$ cat src/rtl/seg_pkg.sv
// Shared seven-segment definitions for the scan driver.
// Segment bytes are active-low {a,b,c,d,e,f,g,dp}, matching the board table.
package seg_pkg;

   localparam logic [7:0] SEG_BLANK = 8'hFF;

   // Hex-to-segment codes with dp off; entry 0 is the rightmost byte.
   localparam logic [15:0][7:0] HEX_SEG = {
      8'h71, 8'h61, 8'h85, 8'h63,    // F E d C
      8'hC1, 8'h11, 8'h09, 8'h01,    // b A 9 8
      8'h1F, 8'h41, 8'h49, 8'h99,    // 7 6 5 4
      8'h0D, 8'h25, 8'h9F, 8'h03     // 3 2 1 0
   };

   // Segment byte for a nibble; dp=1 lights the decimal point.
   function automatic logic [7:0] hex2seg(input logic [3:0] nibble, input logic dp);
      logic [7:0] code;
      code = HEX_SEG[nibble];
      return {code[7:1], ~dp};
   endfunction

endpackage

$ cat src/rtl/seg_scan_driver_if.sv
// Bus bundle between the debug mux and the scan driver.
//   data_in/dp_in/blink_mask/load : value to display and its capture strobe
//   blank_lz                       : live leading-zero blanking enable
//   ready                          : no captured value awaiting commit
//   AN/seg/frame_tick              : board pins and frame-end pulse
interface seg_scan_driver_if #(
   parameter int unsigned DIGITS = 8
);
   logic [4*DIGITS-1:0] data_in;
   logic [DIGITS-1:0]   dp_in;
   logic [DIGITS-1:0]   blink_mask;
   logic                blank_lz;
   logic                load;
   logic                ready;
   logic [DIGITS-1:0]   AN;
   logic [7:0]          seg;
   logic                frame_tick;

   modport master (
      output data_in, dp_in, blink_mask, blank_lz, load,
      input  ready, AN, seg, frame_tick
   );

   modport slave (
      input  data_in, dp_in, blink_mask, blank_lz, load,
      output ready, AN, seg, frame_tick
   );
endinterface

$ cat src/rtl/seg_tick_gen.sv
// Refresh divider: pulses slot_tick once every DIV clocks.
//   clk_in, rst : clock, async active-high reset
//   slot_tick   : high on the last cycle of each digit slot
module seg_tick_gen #(
   parameter int unsigned DIV = 2000
) (
   input  logic clk_in,
   input  logic rst,
   output logic slot_tick
);
   localparam int unsigned CW = (DIV > 1) ? $clog2(DIV) : 1;

   logic [CW-1:0] cnt;

   assign slot_tick = (cnt == CW'(DIV - 1));

   // Free-running 0..DIV-1 counter
   always_ff @(posedge clk_in or posedge rst) begin
      if (rst)            cnt <= '0;
      else if (slot_tick) cnt <= '0;
      else                cnt <= cnt + CW'(1);
   end
endmodule

$ cat src/rtl/seg_scan_driver.sv
// Multiplexed seven-segment scan driver with frame-aligned (tear-free) commit.
//   clk_in, rst : clock, async active-high reset
//   bus (slave) : load/ready capture of data/dp/blink, blank_lz, AN, seg, frame_tick
module seg_scan_driver
   import seg_pkg::*;
#(
   parameter int unsigned DIGITS       = 8,
   parameter int unsigned DIV          = 2000,
   parameter int unsigned BLINK_FRAMES = 64
) (
   input  logic                      clk_in,
   input  logic                      rst,
   seg_scan_driver_if.slave          bus
);
   localparam int unsigned IW = (DIGITS > 1) ? $clog2(DIGITS) : 1;
   localparam int unsigned BW = (BLINK_FRAMES > 1) ? $clog2(BLINK_FRAMES) : 1;
   localparam int unsigned DW = 4 * DIGITS;

   logic              slot_tick;
   logic              frame_end;
   logic              commit;
   logic [IW-1:0]     idx;
   logic [IW-1:0]     idx_nxt;

   logic              pend;
   logic [DW-1:0]     pend_data;
   logic [DIGITS-1:0] pend_dp;
   logic [DIGITS-1:0] pend_blink;

   logic [DW-1:0]     act_data,  act_data_nxt;
   logic [DIGITS-1:0] act_dp,    act_dp_nxt;
   logic [DIGITS-1:0] act_blink, act_blink_nxt;

   logic [BW-1:0]     bcnt;
   logic              bphase, bphase_nxt;

   logic [3:0]        nib;
   logic              nib_dp;
   logic              nib_blink;
   logic              upper_zero;
   logic              lz_blank;
   logic              blink_off;
   logic [DIGITS-1:0] an_nxt;
   logic [7:0]        seg_nxt;

   seg_tick_gen #(.DIV(DIV)) u_tick (
      .clk_in    (clk_in),
      .rst       (rst),
      .slot_tick (slot_tick)
   );

   assign frame_end      = slot_tick && (idx == IW'(DIGITS - 1));
   assign commit         = frame_end && pend;
   assign idx_nxt        = (idx == IW'(DIGITS - 1)) ? '0 : idx + IW'(1);
   assign bus.ready      = ~pend;
   assign bus.frame_tick = frame_end;

   // Values the active set and blink phase hold after this edge; the first
   // digit of a new frame already uses them so a frame never mixes values.
   assign act_data_nxt  = commit ? pend_data  : act_data;
   assign act_dp_nxt    = commit ? pend_dp    : act_dp;
   assign act_blink_nxt = commit ? pend_blink : act_blink;
   assign bphase_nxt    = (frame_end && (bcnt == BW'(BLINK_FRAMES - 1))) ? ~bphase : bphase;

   // Select the next digit and decide whether it is blanked
   always_comb begin
      nib        = 4'h0;
      nib_dp     = 1'b0;
      nib_blink  = 1'b0;
      an_nxt     = '1;
      upper_zero = 1'b1;
      for (int unsigned i = 0; i < DIGITS; i++) begin
         if (IW'(i) == idx_nxt) begin
            nib       = act_data_nxt[4*i +: 4];
            nib_dp    = act_dp_nxt[i];
            nib_blink = act_blink_nxt[i];
            an_nxt[i] = 1'b0;
         end
         if ((IW'(i) >= idx_nxt) && (act_data_nxt[4*i +: 4] != 4'h0))
            upper_zero = 1'b0;
      end
      lz_blank  = bus.blank_lz && (idx_nxt != '0) && upper_zero;
      blink_off = nib_blink && !bphase_nxt;
      // Blink-off hides the decimal point too; leading-zero blanking keeps it
      seg_nxt   = hex2seg(nib, nib_dp && !blink_off);
      if (lz_blank || blink_off)
         seg_nxt[7:1] = SEG_BLANK[7:1];
   end

   // Pending/active register sets and capture handshake
   always_ff @(posedge clk_in or posedge rst) begin
      if (rst) begin
         pend       <= 1'b0;
         pend_data  <= '0;
         pend_dp    <= '0;
         pend_blink <= '0;
         act_data   <= '0;
         act_dp     <= '0;
         act_blink  <= '0;
      end else begin
         act_data  <= act_data_nxt;
         act_dp    <= act_dp_nxt;
         act_blink <= act_blink_nxt;
         if (bus.load) begin
            pend       <= 1'b1;
            pend_data  <= bus.data_in;
            pend_dp    <= bus.dp_in;
            pend_blink <= bus.blink_mask;
         end else if (commit) begin
            pend <= 1'b0;
         end
      end
   end

   // Digit scan, blink phase and registered pin outputs
   always_ff @(posedge clk_in or posedge rst) begin
      if (rst) begin
         idx     <= IW'(DIGITS - 1);
         bcnt    <= '0;
         bphase  <= 1'b1;
         bus.AN  <= '1;
         bus.seg <= SEG_BLANK;
      end else begin
         bphase <= bphase_nxt;
         if (frame_end)
            bcnt <= (bcnt == BW'(BLINK_FRAMES - 1)) ? '0 : bcnt + BW'(1);
         if (slot_tick) begin
            idx     <= idx_nxt;
            bus.AN  <= an_nxt;
            bus.seg <= seg_nxt;
         end
      end
   end
endmodule

$ cat src/flat_wrapper.sv
// flat-port wrapper written by rule: the top's interface ports become plain ports
module seg_scan_driver_flat import seg_pkg::*;
#(
   parameter int unsigned DIGITS       = 8,
   parameter int unsigned DIV          = 2000,
   parameter int unsigned BLINK_FRAMES = 64
)
  (clk_in, rst, bus_data_in, bus_dp_in, bus_blink_mask, bus_blank_lz, bus_load, bus_ready, bus_AN, bus_seg, bus_frame_tick);
  seg_scan_driver_if #(.DIGITS(DIGITS)) bus_i ();
  input  logic clk_in;
  input  logic rst;
  input wire logic [$bits(bus_i.data_in)-1:0] bus_data_in;
  input wire logic [$bits(bus_i.dp_in)-1:0] bus_dp_in;
  input wire logic [$bits(bus_i.blink_mask)-1:0] bus_blink_mask;
  input wire logic [$bits(bus_i.blank_lz)-1:0] bus_blank_lz;
  input wire logic [$bits(bus_i.load)-1:0] bus_load;
  output wire logic [$bits(bus_i.ready)-1:0] bus_ready;
  output wire logic [$bits(bus_i.AN)-1:0] bus_AN;
  output wire logic [$bits(bus_i.seg)-1:0] bus_seg;
  output wire logic [$bits(bus_i.frame_tick)-1:0] bus_frame_tick;
  assign bus_i.data_in = bus_data_in;
  assign bus_i.dp_in = bus_dp_in;
  assign bus_i.blink_mask = bus_blink_mask;
  assign bus_i.blank_lz = bus_blank_lz;
  assign bus_i.load = bus_load;
  assign bus_ready = bus_i.ready;
  assign bus_AN = bus_i.AN;
  assign bus_seg = bus_i.seg;
  assign bus_frame_tick = bus_i.frame_tick;
  seg_scan_driver #(.DIGITS(DIGITS), .DIV(DIV), .BLINK_FRAMES(BLINK_FRAMES)) u_core (.clk_in(clk_in), .rst(rst), .bus(bus_i));
endmodule
$ cat config.mk
export PLATFORM = sky130hd
export DESIGN_NAME = seg_scan_driver_flat
export DESIGN_NICKNAME = d
export VERILOG_FILES = /design/src/rtl/seg_pkg.sv /design/src/rtl/seg_scan_driver_if.sv /design/src/rtl/seg_tick_gen.sv /design/src/rtl/seg_scan_driver.sv /design/src/flat_wrapper.sv
export SDC_FILE = /design/constraint.sdc
export NUM_CORES = 1
export LEC_CHECK = 0
export CAP_MARGIN = 20
export CELL_PAD_IN_SITES_DETAIL_PLACEMENT = 2
export CELL_PAD_IN_SITES_GLOBAL_PLACEMENT = 2
export CORE_MARGIN = 4
export CORE_UTILIZATION = 37
export DETAILED_ROUTE_END_ITERATION = 8
export PLACE_DENSITY = 0.82
export REMOVE_ABC_BUFFERS = 1
export SLEW_MARGIN = 20
export SYNTH_ARGS = -nofsm -noshare
export SYNTH_HDL_FRONTEND = slang
export SYNTH_SLANG_ARGS = --single-unit
$ cat constraint.sdc
create_clock -name clk_in -period 5.7 [get_ports clk_in]
set_clock_uncertainty 0.15 [all_clocks]
set_input_delay 1.14 -clock clk_in [delete_from_list [all_inputs] [get_ports clk_in]]
set_output_delay 1.14 -clock clk_in [all_outputs]
set_load 0.005 [all_outputs]
# After elaboration in Yosys (flattened, before gate mapping)
# Memories as Yosys holds them, arrays and structs flattened.
# Cells that the tools add are included.
[totals]
romBits = 128
mem_count = 1
word_cells = 119
out_inout_bits = 18
regBits = 134
inputBits = 52
[op_classes]
n_lt_le_gt_ge = 9
n_reduce_logical = 29
muxes = 51
eq_ne = 10
n_bitwise = 3
add_sub_neg = 3
[memory_table]
columns = ["memory", "depth", "word_bits", "rd", "rd_clocked_by_memory_dff", "write_ports", "line_no", "source"]
rows = [
  ["(name not given)", 16, 8, 1, 0, 0, "seg_pkg.sv:18", "code = HEX_SEG[nibble];"],
]
[op_table]
columns = ["op", "count"]
rows = [
  ["$mux W1", 35],
  ["$mux W32", 1],
  ["$mux W4", 8],
  ["$reduce_bool A4 Y1", 8],
  ["$mux W8", 3],
  ["$logic_and A1 B1 Y1", 15],
  ["$eq A3 B3 Y1 const A", 4],
  ["$ge A3 B3 Y1 const A", 4],
  ["$add A11 B1 Y11 const B", 1],
  ["$eq A11 B11 Y1 const B", 1],
  ["$mux W11", 1],
  ["$mux W7", 1],
  ["$add A6 B1 Y6 const B", 1],
  ["$eq A2 B3 Y1 const A", 2],
  ["$eq A6 B6 Y1 const B", 1],
  ["$ge A1 B3 Y1 const A", 2],
  ["$ge A2 B3 Y1 const A", 2],
  ["$mux W6", 1],
  ["$lt A4 B5 Y1 const B", 1],
  ["$add A3 B1 Y3 const B", 1],
  ["$eq A1 B3 Y1 const A", 1],
  ["$eq A3 B3 Y1 const B", 1],
  ["$logic_not A3 Y1", 1],
  ["$mux W3", 1],
  ["other kinds (5)", 8],
]

# Longest topological paths before layout
# Gate-level depths: netlist of run 1.
[depth]
ltp_word = 17
mapped_depth = 19
ltp_nobuf = 14

# Cells and area by module
# From an unflattened synthesis of run 1, not the netlist that was laid out.
[hier_totals]
hier_cells = 589
area_unflattened_um2 = 6448.7
[by_module_without_submodules]
columns = ["module", "instances", "seq_area_each_um2", "cells_per_inst", "area_per_inst_um2"]
rows = [
  ["seg_scan_driver", 1, 3103.0, 536, 5881.9],
  ["seg_tick_gen", 1, 275.3, 53, 566.8],
]

# Worst setup path before layout of run 1
# No wires, ideal clock.
[synth_timing]
path_kind = "register to register"
from = "register u_core.idx[0]"
to = "register u_core.bus.seg[6]"
arrival_ns = 3.559
setup_ns = 0.061
n_path_buf = 4
stages_incl_launch_ff = 19
period_less_slack_ns = 3.770
required_ns = 5.489
setup_slack_ns = 1.930
cell_sequence = "dfstp_2 ha_1 ha_1 nand2_1 or4_4 buf_6 buf_6 buf_6 buf_6 mux2i_2 a21oi_1 o21ai_0 a21oi_1 inv_1 ha_1 inv_1 o21ai_0 o31a_1 o22a_1"
[synth_via]
elab_chain_len = 17
word_cells_on_any_way = 74
cone_classes = "add/sub: 1; order compare: 8; eq/ne: 8; mux: 30; reduce/logical: 26; memory: 1"
[synth_rtl]
columns = ["element", "line_no", "source"]
rows = [
  ["start: declaration", "seg_scan_driver.sv:22", "logic [IW-1:0] idx;"],
  ["start signal: assignment", "seg_scan_driver.sv:118", "idx <= IW'(DIGITS - 1);"],
  ["start signal: assignment", "seg_scan_driver.sv:128", "idx <= idx_nxt;"],
  ["parallel branches: the longest is 16 deep, another holds $mem_v2 Z16 W8", "--", ""],
  ["$mux W7 *", "seg_scan_driver.sv:86", "if (lz_blank || blink_off)"],
  ["end signal: assignment", "seg_scan_driver.sv:130", "bus.seg <= seg_nxt;"],
  ["end: declaration", "seg_scan_driver_if.sv:26", "output ready, AN, seg, frame_tick"],
]
# Every way passes the cells marked *. The select of a mux whose other input is x is not followed.
# A chain may end at the register's enable or synchronous reset.

# Worst setup path after layout of run 1
# Ends and elaborated chain as after synthesis.

==> results of run 1 <==
placed cells by master, fill, tap and decap left out, types with 5 or more instances in the layout:
master	synthesis	layout
nand4_1	6	6
nor3_1	7	6
mux2_4	8	8
nand2_1	88	88
o32a_1	5	5
dfrtp_1	114	114
dfstp_2	20	20
xor2_1	8	8
nand3_1	8	8
mux2i_1	13	13
clkbuf_16	0	17
ha_1	9	9
o21ai_0	14	14
and3_1	7	7
nor2_1	35	35
nor2b_1	6	6
inv_1	13	12
nor4_1	9	8
clkdlybuf4s50_1	0	68
a21oi_1	14	14
clkinv_2	0	6
mux2_2	57	57
how the worst max path moves through the flow:
stage | startpoint | to | slack [ns] | cells past startpoint
3_5_place_dp | u_core.idx[0] | u_core.bus.seg[6] | 1.02 | 14
2_1_floorplan | rst | u_core.act_blink[0] | 0.86 | 1
6_report | u_core.idx[0] | u_core.bus.seg[6] | 0.87 | 14
4_1_cts | u_core.idx[0] | u_core.bus.seg[6] | 0.88 | 14
3_3_place_gp | u_core.idx[0] | u_core.bus.seg[6] | 1.36 | 14
5_1_grt | u_core.idx[0] | u_core.bus.seg[6] | 0.50 | 14
synthesized netlist by cell type, drive strengths merged, types with 3 or more instances:
cell type  number
a21boi          3
a211oi          4
o211ai          3
dfstp          20
o32a            5
buf            11
a22oi           3
nor2           35
xor2            8
mux2i          14
nor3            7
dfrtp         114
clkbuf         17
ha              9
nand2          88
o41ai           3
a31oi           3
inv            15
and3            7
nand4           6
nand2b          4
o21ai          14
and2            4
a211o           3
nor2b           6
xnor2           4
a21oi          14
nor4            9
mux2           67
a22o            3
nand3          10
worst register-to-register path, stage by stage (launching register included):
cell,delay (ns)
dfstp_2,0.69
ha_1,0.20
ha_1,0.48
nand2_1,0.23
or4_4,0.79
mux2i_2,0.30
a21oi_1,0.19
o21ai_0,0.14
a21oi_1,0.50
inv_1,0.16
ha_1,0.31
inv_1,0.05
o21ai_0,0.28
o31a_1,0.19
o22a_1,0.12
through the flow:
step           setup WS [ns]  std cells  total power, W
2_1_floorplan          0.860        522         0.00107
3_3_place_gp            1.36        815         0.00113
3_5_place_dp            1.02        815         0.00114
4_1_cts                0.876        847         0.00219
5_1_grt                0.498        847         0.00224
6_report               0.869        847         0.00215
layer usage:
metal | share of wire [%] | wire [um]
met1 | 41 | 7440
met2 | 52 | 9470
met3 | 3.9 | 708
met4 | 2.3 | 423
met5 | 0.094 | 17
cell type report:
type | instances | share of cell area (%)
flip-flops and latches | 134 | 44.1
multi-input cells | 372 | 34.7
repair buffers | 73 | 9.55
clock buffers | 19 | 5.79
well taps | 220 | 3.60
clock inverters | 13 | 1.42
inverters | 16 | 0.818
power by group:
part | leakage [nW] | switching (W) | internal (W)
clock network | 0.268 | 0.000427 | 0.000607
registers | 1.67 | 0.0000296 | 0.000987
logic | 1.57 | 0.0000399 | 0.0000635
total | 3.51 | 0.000496 | 0.00166
cells by family after synthesis:
logic type | Yosys count
fa+ha+maj | 9
compound gates | 82
buf+inv | 44
mux | 82
simple gates | 187
xor+xnor | 12
flops | 134
==> impl_metrics.csv, run 1 <==
group,metric,value,unit
power,power_density,281,mW/mm^2
critical_path,reg2reg_depth,14,
timing,worst_pin_slew,1.05,ns
clocking,cts_setup_buffers,0,
layout,area_delta_synth_final,22.9,%
synth,synth_edf_count,0,
timing,period_share,84.8,%
critical_path,crit_chain,"ha_1, ha_1, nand2_1, or4_4, mux2i_2, a21oi_1, o21ai_0, a21oi_1, inv_1, ha_1, inv_1, o21ai_0, o31a_1, o22a_1",
route,routed_wl,18100,um
clocking,holdBufCountCts,0,
global_route,grt_pass1_vias,5373,
die,start_util,37.7,%
global_route,grt_use_met3,4.86,%
die,coreArea,0.0165,mm^2
power,vdd_drop_max,0.201,mV
global_route,grtUsageMet2,35.4,%
global_route,top_usage_layer,"met2",
layout,final_layout_size_suffix_gt1_share,21.5,%
route,drc_errors,0,
synth,syn_inst,550,
die,dieHeight,138,um
min_path,whs_endpoint,"u_core.bus.AN[4]",
timing,finalSetupViolCount,0,
synth,synth.avg_cell_area,11.3,um^2
timing,max_freq,207,MHz
layout,antenna_cells,0,
clocking,root_buffer,"clkbuf_16",
global_route,track_usage,20.3,%
route,drt_first_pass_iters,4,
power,leakage,3.51,nW
min_path,hold_start,"u_core.bus.AN[4]",
timing,max_slew_margin,29.2,%
die,io_pins,70,
timing,fin_worst_hold_slack,0.315,ns
critical_path,timing.rr.end,"u_core.bus.seg[6]",
synth,synth_seq_cells,134,
layout,ff_latch_area,0.00338,mm^2
critical_path,endpoint_kind,"flip-flop",
placement,numPortBuffers,69,
timing,setup_tns,0,ns
synth,synth_top_family_by_area,"multiplexers",
clocking,cts_tree,"done",
synth,yosysSeqAreaShare,54.3,%
placement,gp_congestion,0.880,
clocking,cts_buffers,17,
layout,nFillCells,1647,
outcome,status,"completed",
synth,synthesis.area,0.00623,mm^2
clocking,cts_resized,0,
synth,synth_xor_area_share,1.69,%
global_route,grt_use_met1,23.9,%
route,ant_nets,0,
route,wl_per_cell,21.3,um
clocking,path_clk_slew,0.06,ns
critical_path,slowest_delay,0.79,ns
critical_path,critical_path_class,"reg2reg",
min_path,hold_path.class,"reg2reg",
die,die-area,0.0190,mm^2
layout,top_regs,"u_core.act_data: 32 flops, u_core.pend_data: 32 flops, u_core.u_tick.cnt: 11 flops",
synth,yosysWarnings,0,
critical_path,cpMostUsedCell,"ha_1",
critical_path,start_kind,"flip-flop",
critical_path,cp.required,5.92,ns
synth,yosys.area.top_type,"dfrtp_1",
synth,synth_top_flop_cell,"dfrtp_1",
synth,yosys-top-cells-area,"dfrtp_1 46%, mux2_2 10%, dfstp_2 8.4%, nand2_1 5.3%, nor2_1 2.1%",
layout,fin_util,46.3,%
route,drtIter0Drc,233,
layout,stdcell_area,0.00765,mm^2
synth,synth.distinct_cells,67,
global_route,antenna_found_initial,1,
layout,multi_input_comb_area,0.00265,mm^2
synth,synth-simple-area-share,14.0,%
critical_path,critical_path_arrival,5.05,ns
synth,async_flop_share,100,%
route,vias,4599,
synth,yosys.area_share.adder,1.81,%
critical_path,r2r_slack,0.87,ns
critical_path,timing.rr.start,"u_core.idx[0]",
global_route,grt_pass1_wl,29100,um
route,viasPerCell,5.43,
clocking,insertion_delay,0.43,ns
clocking,htreeDepth,4,
critical_path,crit_fanout,49,
layout,fin_nets,675,
timing,fin_crit,4.83,ns
critical_path,crit_slowest_cell,"or4_4",
critical_path,crit_buf_inv,2,
placement,dp.final_hpwl,12500,um
timing,hold_viol_final,0,
die,rows,47,
critical_path,cp_top_family,"compound AO/OA/AOI/OAI gates",
job,cap_violations,0,
synth,synthMuxAreaShare,15.3,%
timing,rsz0062_at_grt,"no",
min_path,holdPathStages,2,
clocking,clkSinkCount,134,
placement,place_area,0.00710,mm^2
global_route,grt_max_degree,135,
clocking,clockBufferDepth,2,
die,die_w,138,um
synth,synth_top_area_share,45.8,%
timing,drv_slew,0,
synth,synth_compound_area_share,9.65,%
global_route,gr-total-overflow,0,
Power figures use the tool's default switching activity.
==> inputs of run 2 (changes only) <==
--- a/config.mk
+++ b/config.mk
@@ -9,9 +9,9 @@
 export CELL_PAD_IN_SITES_DETAIL_PLACEMENT = 2
 export CELL_PAD_IN_SITES_GLOBAL_PLACEMENT = 2
 export CORE_MARGIN = 4
-export CORE_UTILIZATION = 37
+export CORE_UTILIZATION = 34
 export DETAILED_ROUTE_END_ITERATION = 8
-export PLACE_DENSITY = 0.82
+export PLACE_DENSITY = 0.79
 export REMOVE_ABC_BUFFERS = 1
 export SLEW_MARGIN = 20
 export SYNTH_ARGS = -nofsm -noshare
==> constraint.sdc (replaced) <==
create_clock -name clk_in -period 3.9 [get_ports clk_in]
set_clock_uncertainty 0.15 [all_clocks]
set_input_delay 0.78 -clock clk_in [delete_from_list [all_inputs] [get_ports clk_in]]
set_output_delay 0.78 -clock clk_in [all_outputs]
set_load 0.005 [all_outputs]
==> run 2 against run 1 <==
Net effect:
- sequential share of layout area is 2.0 points lower
- via count is 2.8% higher
- routed wire length is 6.7% higher
- die area is 8.3% higher
- utilization is 1.7 points lower
- clock-buffer cell count is 5 higher
- register-to-register slack worse by 0.70 ns
- worst setup slack worse by 0.70 ns
- hold slack better by 0.0092 ns
- largest cell class unchanged
- final cell count is 4.4% higher
- flip-flop and latch count stayed put
- critical endpoint unchanged
- global-route usage is 0.56 points lower
==> impl_metrics.csv, run 2 (synthesized netlist as in run 1, its figures left out) <==
group,metric,value,unit
outcome,status,"completed",
power,combPwrFrac,4.4,%
power,power_density,435,mW/mm^2
die,die_w,143,um
layout,nFillCells,1812,
global_route,grt_pass1_wl,31000,um
timing,max_slew_margin,48.2,%
clocking,htreeDepth,4,
global_route,grt_max_degree,60,
power,p_int,0.00277,W
layout,top_regs,"u_core.act_data: 32 flops, u_core.pend_data: 32 flops, u_core.u_tick.cnt: 11 flops",
placement,gp_congestion,0.865,
layout,multi_input_comb_area,0.00266,mm^2
power,p_seq_share,42.6,%
global_route,antenna_found_initial,0,
critical_path,critical_path_arrival,3.95,ns
timing,hold_viol_final,0,
critical_path,start_kind,"flip-flop",
layout,layout_commonest_cell,"dfrtp_1",
timing,setup_ws,0.167,ns
layout,fin_util,44.6,%
min_path,hold_path.class,"reg2reg",
route,ant_nets,0,
die,start_util,34.7,%
critical_path,endpoint_kind,"flip-flop",
timing,worst_pin_slew,0.777,ns
global_route,track_usage,19.8,%
clocking,cts_buffers,17,
route,drtIter0Drc,201,
job,cap_violations,0,
layout,ff_latch_area,0.00338,mm^2
power,swShare,20.6,%
die,rows,49,
global_route,gr-total-overflow,0,
clocking,root_buffer,"clkbuf_16",
timing,period_share,95.7,%
placement,numPortBuffers,69,
timing,max_freq,268,MHz
route,routed_wl,19300,um
critical_path,crit_chain,"ha_1, ha_1, nand2_1, or4_4, mux2i_2, o21ai_0, a221oi_2, a21oi_2, inv_1, ha_1, inv_1, o21ai_0, o31a_1, o22a_1",
placement,place_ws,0.173,ns
timing,drv_slew,0,
critical_path,crit_slowest_cell,"or4_4",
route,drt_first_pass_iters,4,
critical_path,critical_path_class,"reg2reg",
power,p_switching,0.000717,W
timing,fin_worst_hold_slack,0.324,ns
clocking,path_clk_slew,0.06,ns
die,io_pins,70,
route,viasPerCell,5.35,
layout,final_cell_mix,"114 x dfrtp_1, 88 x nand2_1, 68 x clkdlybuf4s50_1",
power,vdd_drop_max,0.306,mV
route,wl_per_cell,21.8,um
critical_path,crit_fanout,16,
route,vias,4726,
clocking,clockBufferDepth,2,
layout,stdcell_area,0.00801,mm^2
critical_path,cp.required,4.11,ns
die,die-area,0.0205,mm^2
critical_path,cpMostUsedCell,"ha_1",
placement,dp.final_hpwl,13300,um
die,dieHeight,143,um
route,drc_errors,0,
critical_path,slowest_delay,0.61,ns
power,clockPowerShare,53.0,%
clocking,cts_tree,"done",
layout,final_layout_size_suffix_gt1_share,25.2,%
timing,fin_crit,3.73,ns
clocking,insertion_delay,0.43,ns
power,leakage,3.71,nW
power,p_total,0.00349,W
global_route,grt_pass1_vias,5402,
clocking,holdBufCountCts,0,
timing,finalSetupViolCount,0,
die,coreArea,0.0180,mm^2
layout,fin_nets,703,
clocking,clkSinkCount,134,
layout,antenna_cells,0,
layout,area_delta_synth_final,28.6,%
placement,place_area,0.00732,mm^2
[run 2: repair_timing]
action,in CTS,in global routing
setup endpoints to repair,0,4
resized for setup,0,2
setup buffers,0,0
[run 2: area by class of cell]
type	instances	share of cell area, %
multi-input combinational	372	33.2
clock buffer	24	6.39
tap	229	3.58
inverter	16	0.781
sequential	134	42.2
clock inverter	8	2.06
timing repair buffer	101	11.8
[run 2: worst paths after layout]
| check | start | end | slack [ns] | depth (start not counted) |
|---|---|---|---|---|
| setup / recovery | u_core.idx[0] | u_core.bus.seg[6] | 0.17 | 14 |
| hold / removal | u_core.bus.AN[4] | u_core.bus.AN[4] | 0.32 | 2 |
| min in group asynchronous | rst | u_core.pend_blink[1] | 0.72 | 2 |
| hold reg to reg | u_core.bus.AN[4] | u_core.bus.AN[4] | 0.32 | 2 |
| max in group asynchronous | rst | u_core.act_data[14] | 1.93 | 3 |
| setup reg to reg | u_core.idx[0] | u_core.bus.seg[6] | 0.17 | 14 |
[run 2: layer usage]
metal  vias up  wire length [um]  share of wire, %  track usage, %
li1       2140                 -                 -               -
met1      2441              7980                41            24.0
met2       112             10100                52            34.9
met3        33               805               4.2            4.26
met4         0               381               2.0            6.59
met5         -                 0                 0               0
[run 2: power groups by stage]
stage / logic, W / clock network [W] / registers [W]
final: 0.000153 / 0.00185 / 0.00149
after global routing: 0.000169 / 0.00196 / 0.00149
after CTS: 0.000159 / 0.00188 / 0.00149
after detailed placement: 0.000157 / 0 / 0.00151
after global placement: 0.000150 / 0 / 0.00150
after floorplan: 0.0000755 / 0 / 0.00149
[run 2: through the flow]
step	TNS [ns]	instances
2_1_floorplan	-72.16	522
3_3_place_gp	0	852
3_5_place_dp	0	852
4_1_cts	0	884
5_1_grt	-0.0488	884
6_report	0	884
[run 2: worst max-delay path: cells and delay by family, from the launching register on]
family / cells / cell delay, ns
multiplexers: 1 / 0.33
adder cells (fa/ha/maj): 3 / 0.44
AND/OR/NAND/NOR: 2 / 0.73
AO/OA/AOI/OAI: 6 / 1.32
buffers and inverters: 2 / 0.15
flip-flops: 1 / 0.54
==> variant (config.mk and constraints of run 2) <==
`act_data` no longer has a reset.
--- a/src/rtl/seg_scan_driver.sv
+++ b/src/rtl/seg_scan_driver.sv
@@ -96,3 +96,2 @@
          pend_blink <= '0;
-         act_data   <= '0;
          act_dp     <= '0;
@@ -100,3 +99,2 @@
       end else begin
-         act_data  <= act_data_nxt;
          act_dp    <= act_dp_nxt;
@@ -112,2 +110,6 @@
       end
+   end
+
+   always_ff @(posedge clk_in) begin
+      act_data <= act_data_nxt;
    end
Behaviour: same outputs for any inputs over 10 cycles, from zero or initial values and one cycle with rst high; that may be too few to reach the edited logic, so the function may still have changed.
==> variant against run 2 <==
Area after synthesis decreased by 2.6%. Synthesized cell count stayed put. Wire length shrank 2.3%. Count of clock-buffer cells in the layout fell by 7. Maximum frequency down 2.4%. Via count is 2.2% lower. Total power decreased by 10%. Setup slack worse by 0.091 ns. Sequential cell count unchanged. Final area fell by 3.1%. Worst hold slack worse by 0.012 ns. Critical path type unchanged.
==> variant: results <==
export IMPL_status="completed"
export IMPL_switching_share_pct=23.4
export IMPL_crit_slowest_cell="or3b_1"
export IMPL_synthArstFlopShare_pct=76.1
export IMPL_grt_max_degree=71
export IMPL_grt_total_usage_pct=19.3
export IMPL_worst_slew_pin_slew_ns=0.714
export IMPL_cp_max_fo=10
export IMPL_worst_path_largest_cell_delay_ns=0.48
export IMPL_wire_per_inst_um=21.4
export IMPL_drive_gt1_share_pct=25.4
export IMPL_dp_hpwl_um=12900
export IMPL_drt_iter0_drc=189
export IMPL_met3_length_um=856
export IMPL_ys_seq_area_share_pct=53.1
export IMPL_crit_arrival_ns=4.03
export IMPL_vias=4621
export IMPL_grt_pass1_wl_um=30200
export IMPL_gp_congestion=0.863
export IMPL_cts_root_buf="clkbuf_16"
export IMPL_met2_length_um=9800
export IMPL_top_layer_used="met4"
export IMPL_peakVddDrop_v=0.000307
export IMPL_ff2ff_setup_slack_ns=0.08
export IMPL_rr_endpoint="u_core.bus.seg[4]$_DFFE_PP1N_"
export IMPL_synthTopCellsByCount="nand2_1, dfrtp_1, mux2_2"
export IMPL_p_leak_nw=3.45
export IMPL_crit_path_start="u_core.u_tick.cnt[5]$_DFF_PP0_"
export IMPL_hold_class="reg -> reg"
export IMPL_synth_top_cells_by_area="dfrtp_1, mux2_2, dfxtp_1"
export IMPL_yosysUniqueCellTypes=68
export IMPL_fin_nets=702
export IMPL_grt_pass1_vias=5421
export IMPL_wl_met1_um=7800
variant: cell count changes in the layout (fill, tap and decap cells not counted), sizes merged:
cell | run 2 | this run
dfxtp | 0 | 32
or4 | 2 | 3
buf | 33 | 31
dfrtp | 114 | 82
bufinv | 5 | 1
clkinv | 4 | 10
inv | 15 | 16
clkbuf | 24 | 17
clkinvlp | 0 | 4
variant: metal layers:
metal,vias to the layer above,global-route usage [%]
met5,-,0
met4,0,6.31
met3,25,4.72
met2,105,34.2
met1,2356,22.9
li1,2135,-
variant: repair_timing:
item | CTS | global route
setup endpoints to repair | 4 | 7
pin swaps | 1 | 1
gates cloned | 1 | 0
resized for setup | 1 | 7
buffers inserted | 3 | 1
variant: worst min-delay path by stage:
stage                                       from                           end  slack [ns]
floorplan             u_core.act_data[3]$_DFF_P_    u_core.act_data[3]$_DFF_P_        0.27
global placement      u_core.act_data[3]$_DFF_P_    u_core.act_data[3]$_DFF_P_        0.28
detailed placement    u_core.act_data[7]$_DFF_P_    u_core.act_data[7]$_DFF_P_        0.30
CTS                 u_core.bus.AN[4]$_DFFE_PP1N_  u_core.bus.AN[4]$_DFFE_PP1N_        0.32
global route          u_core.act_data[6]$_DFF_P_    u_core.act_data[6]$_DFF_P_        0.34
finish               u_core.act_data[11]$_DFF_P_   u_core.act_data[11]$_DFF_P_        0.31
variant: cell families (layout without fill, tap and decap cells):
group | count (synthesis) | after routing | synth area share [%]
buffers and inverters | 44 | 147 | 3.38
AND/OR/NAND/NOR | 187 | 188 | 14.4
flip-flops | 134 | 134 | 53.1
multiplexers | 82 | 82 | 15.7
adder cells (fa/ha/maj) | 9 | 9 | 1.86
XOR/XNOR | 12 | 12 | 1.73
AO/OA/AOI/OAI | 82 | 82 | 9.90
variant: power by group through the flow:
stage / sequential (mW) / clock [mW] / combinational (mW)
after global routing: 1.48 / 1.62 / 0.161
after global placement: 1.50 / 0 / 0.140
after CTS: 1.48 / 1.56 / 0.150
after detailed placement: 1.50 / 0 / 0.149
final: 1.48 / 1.52 / 0.145
after floorplan: 1.48 / 0 / 0.0707
variant: final cells by class:
| type | count | area (um2) |
|---|---|---|
| timing repair buffer | 99 | 938 |
| clock inverter | 15 | 133 |
| tap | 225 | 282 |
| inverter | 16 | 62.6 |
| sequential | 134 | 3220 |
| fill | 1755 | 9660 |
| clock buffer | 17 | 425 |
| multi-input combinational | 373 | 2700 |
variant: through the flow:
step	utilization (%)	instance area (um2)	setup WS [ns]	std cells
after global placement	40.9	7120	0.288	842
after global routing	44.5	7760	-0.0402	879
after CTS	44.3	7720	0.0702	878
after floorplan	-	5920	-0.901	522
final	44.5	7760	0.0761	879
after detailed placement	40.9	7120	0.0394	842
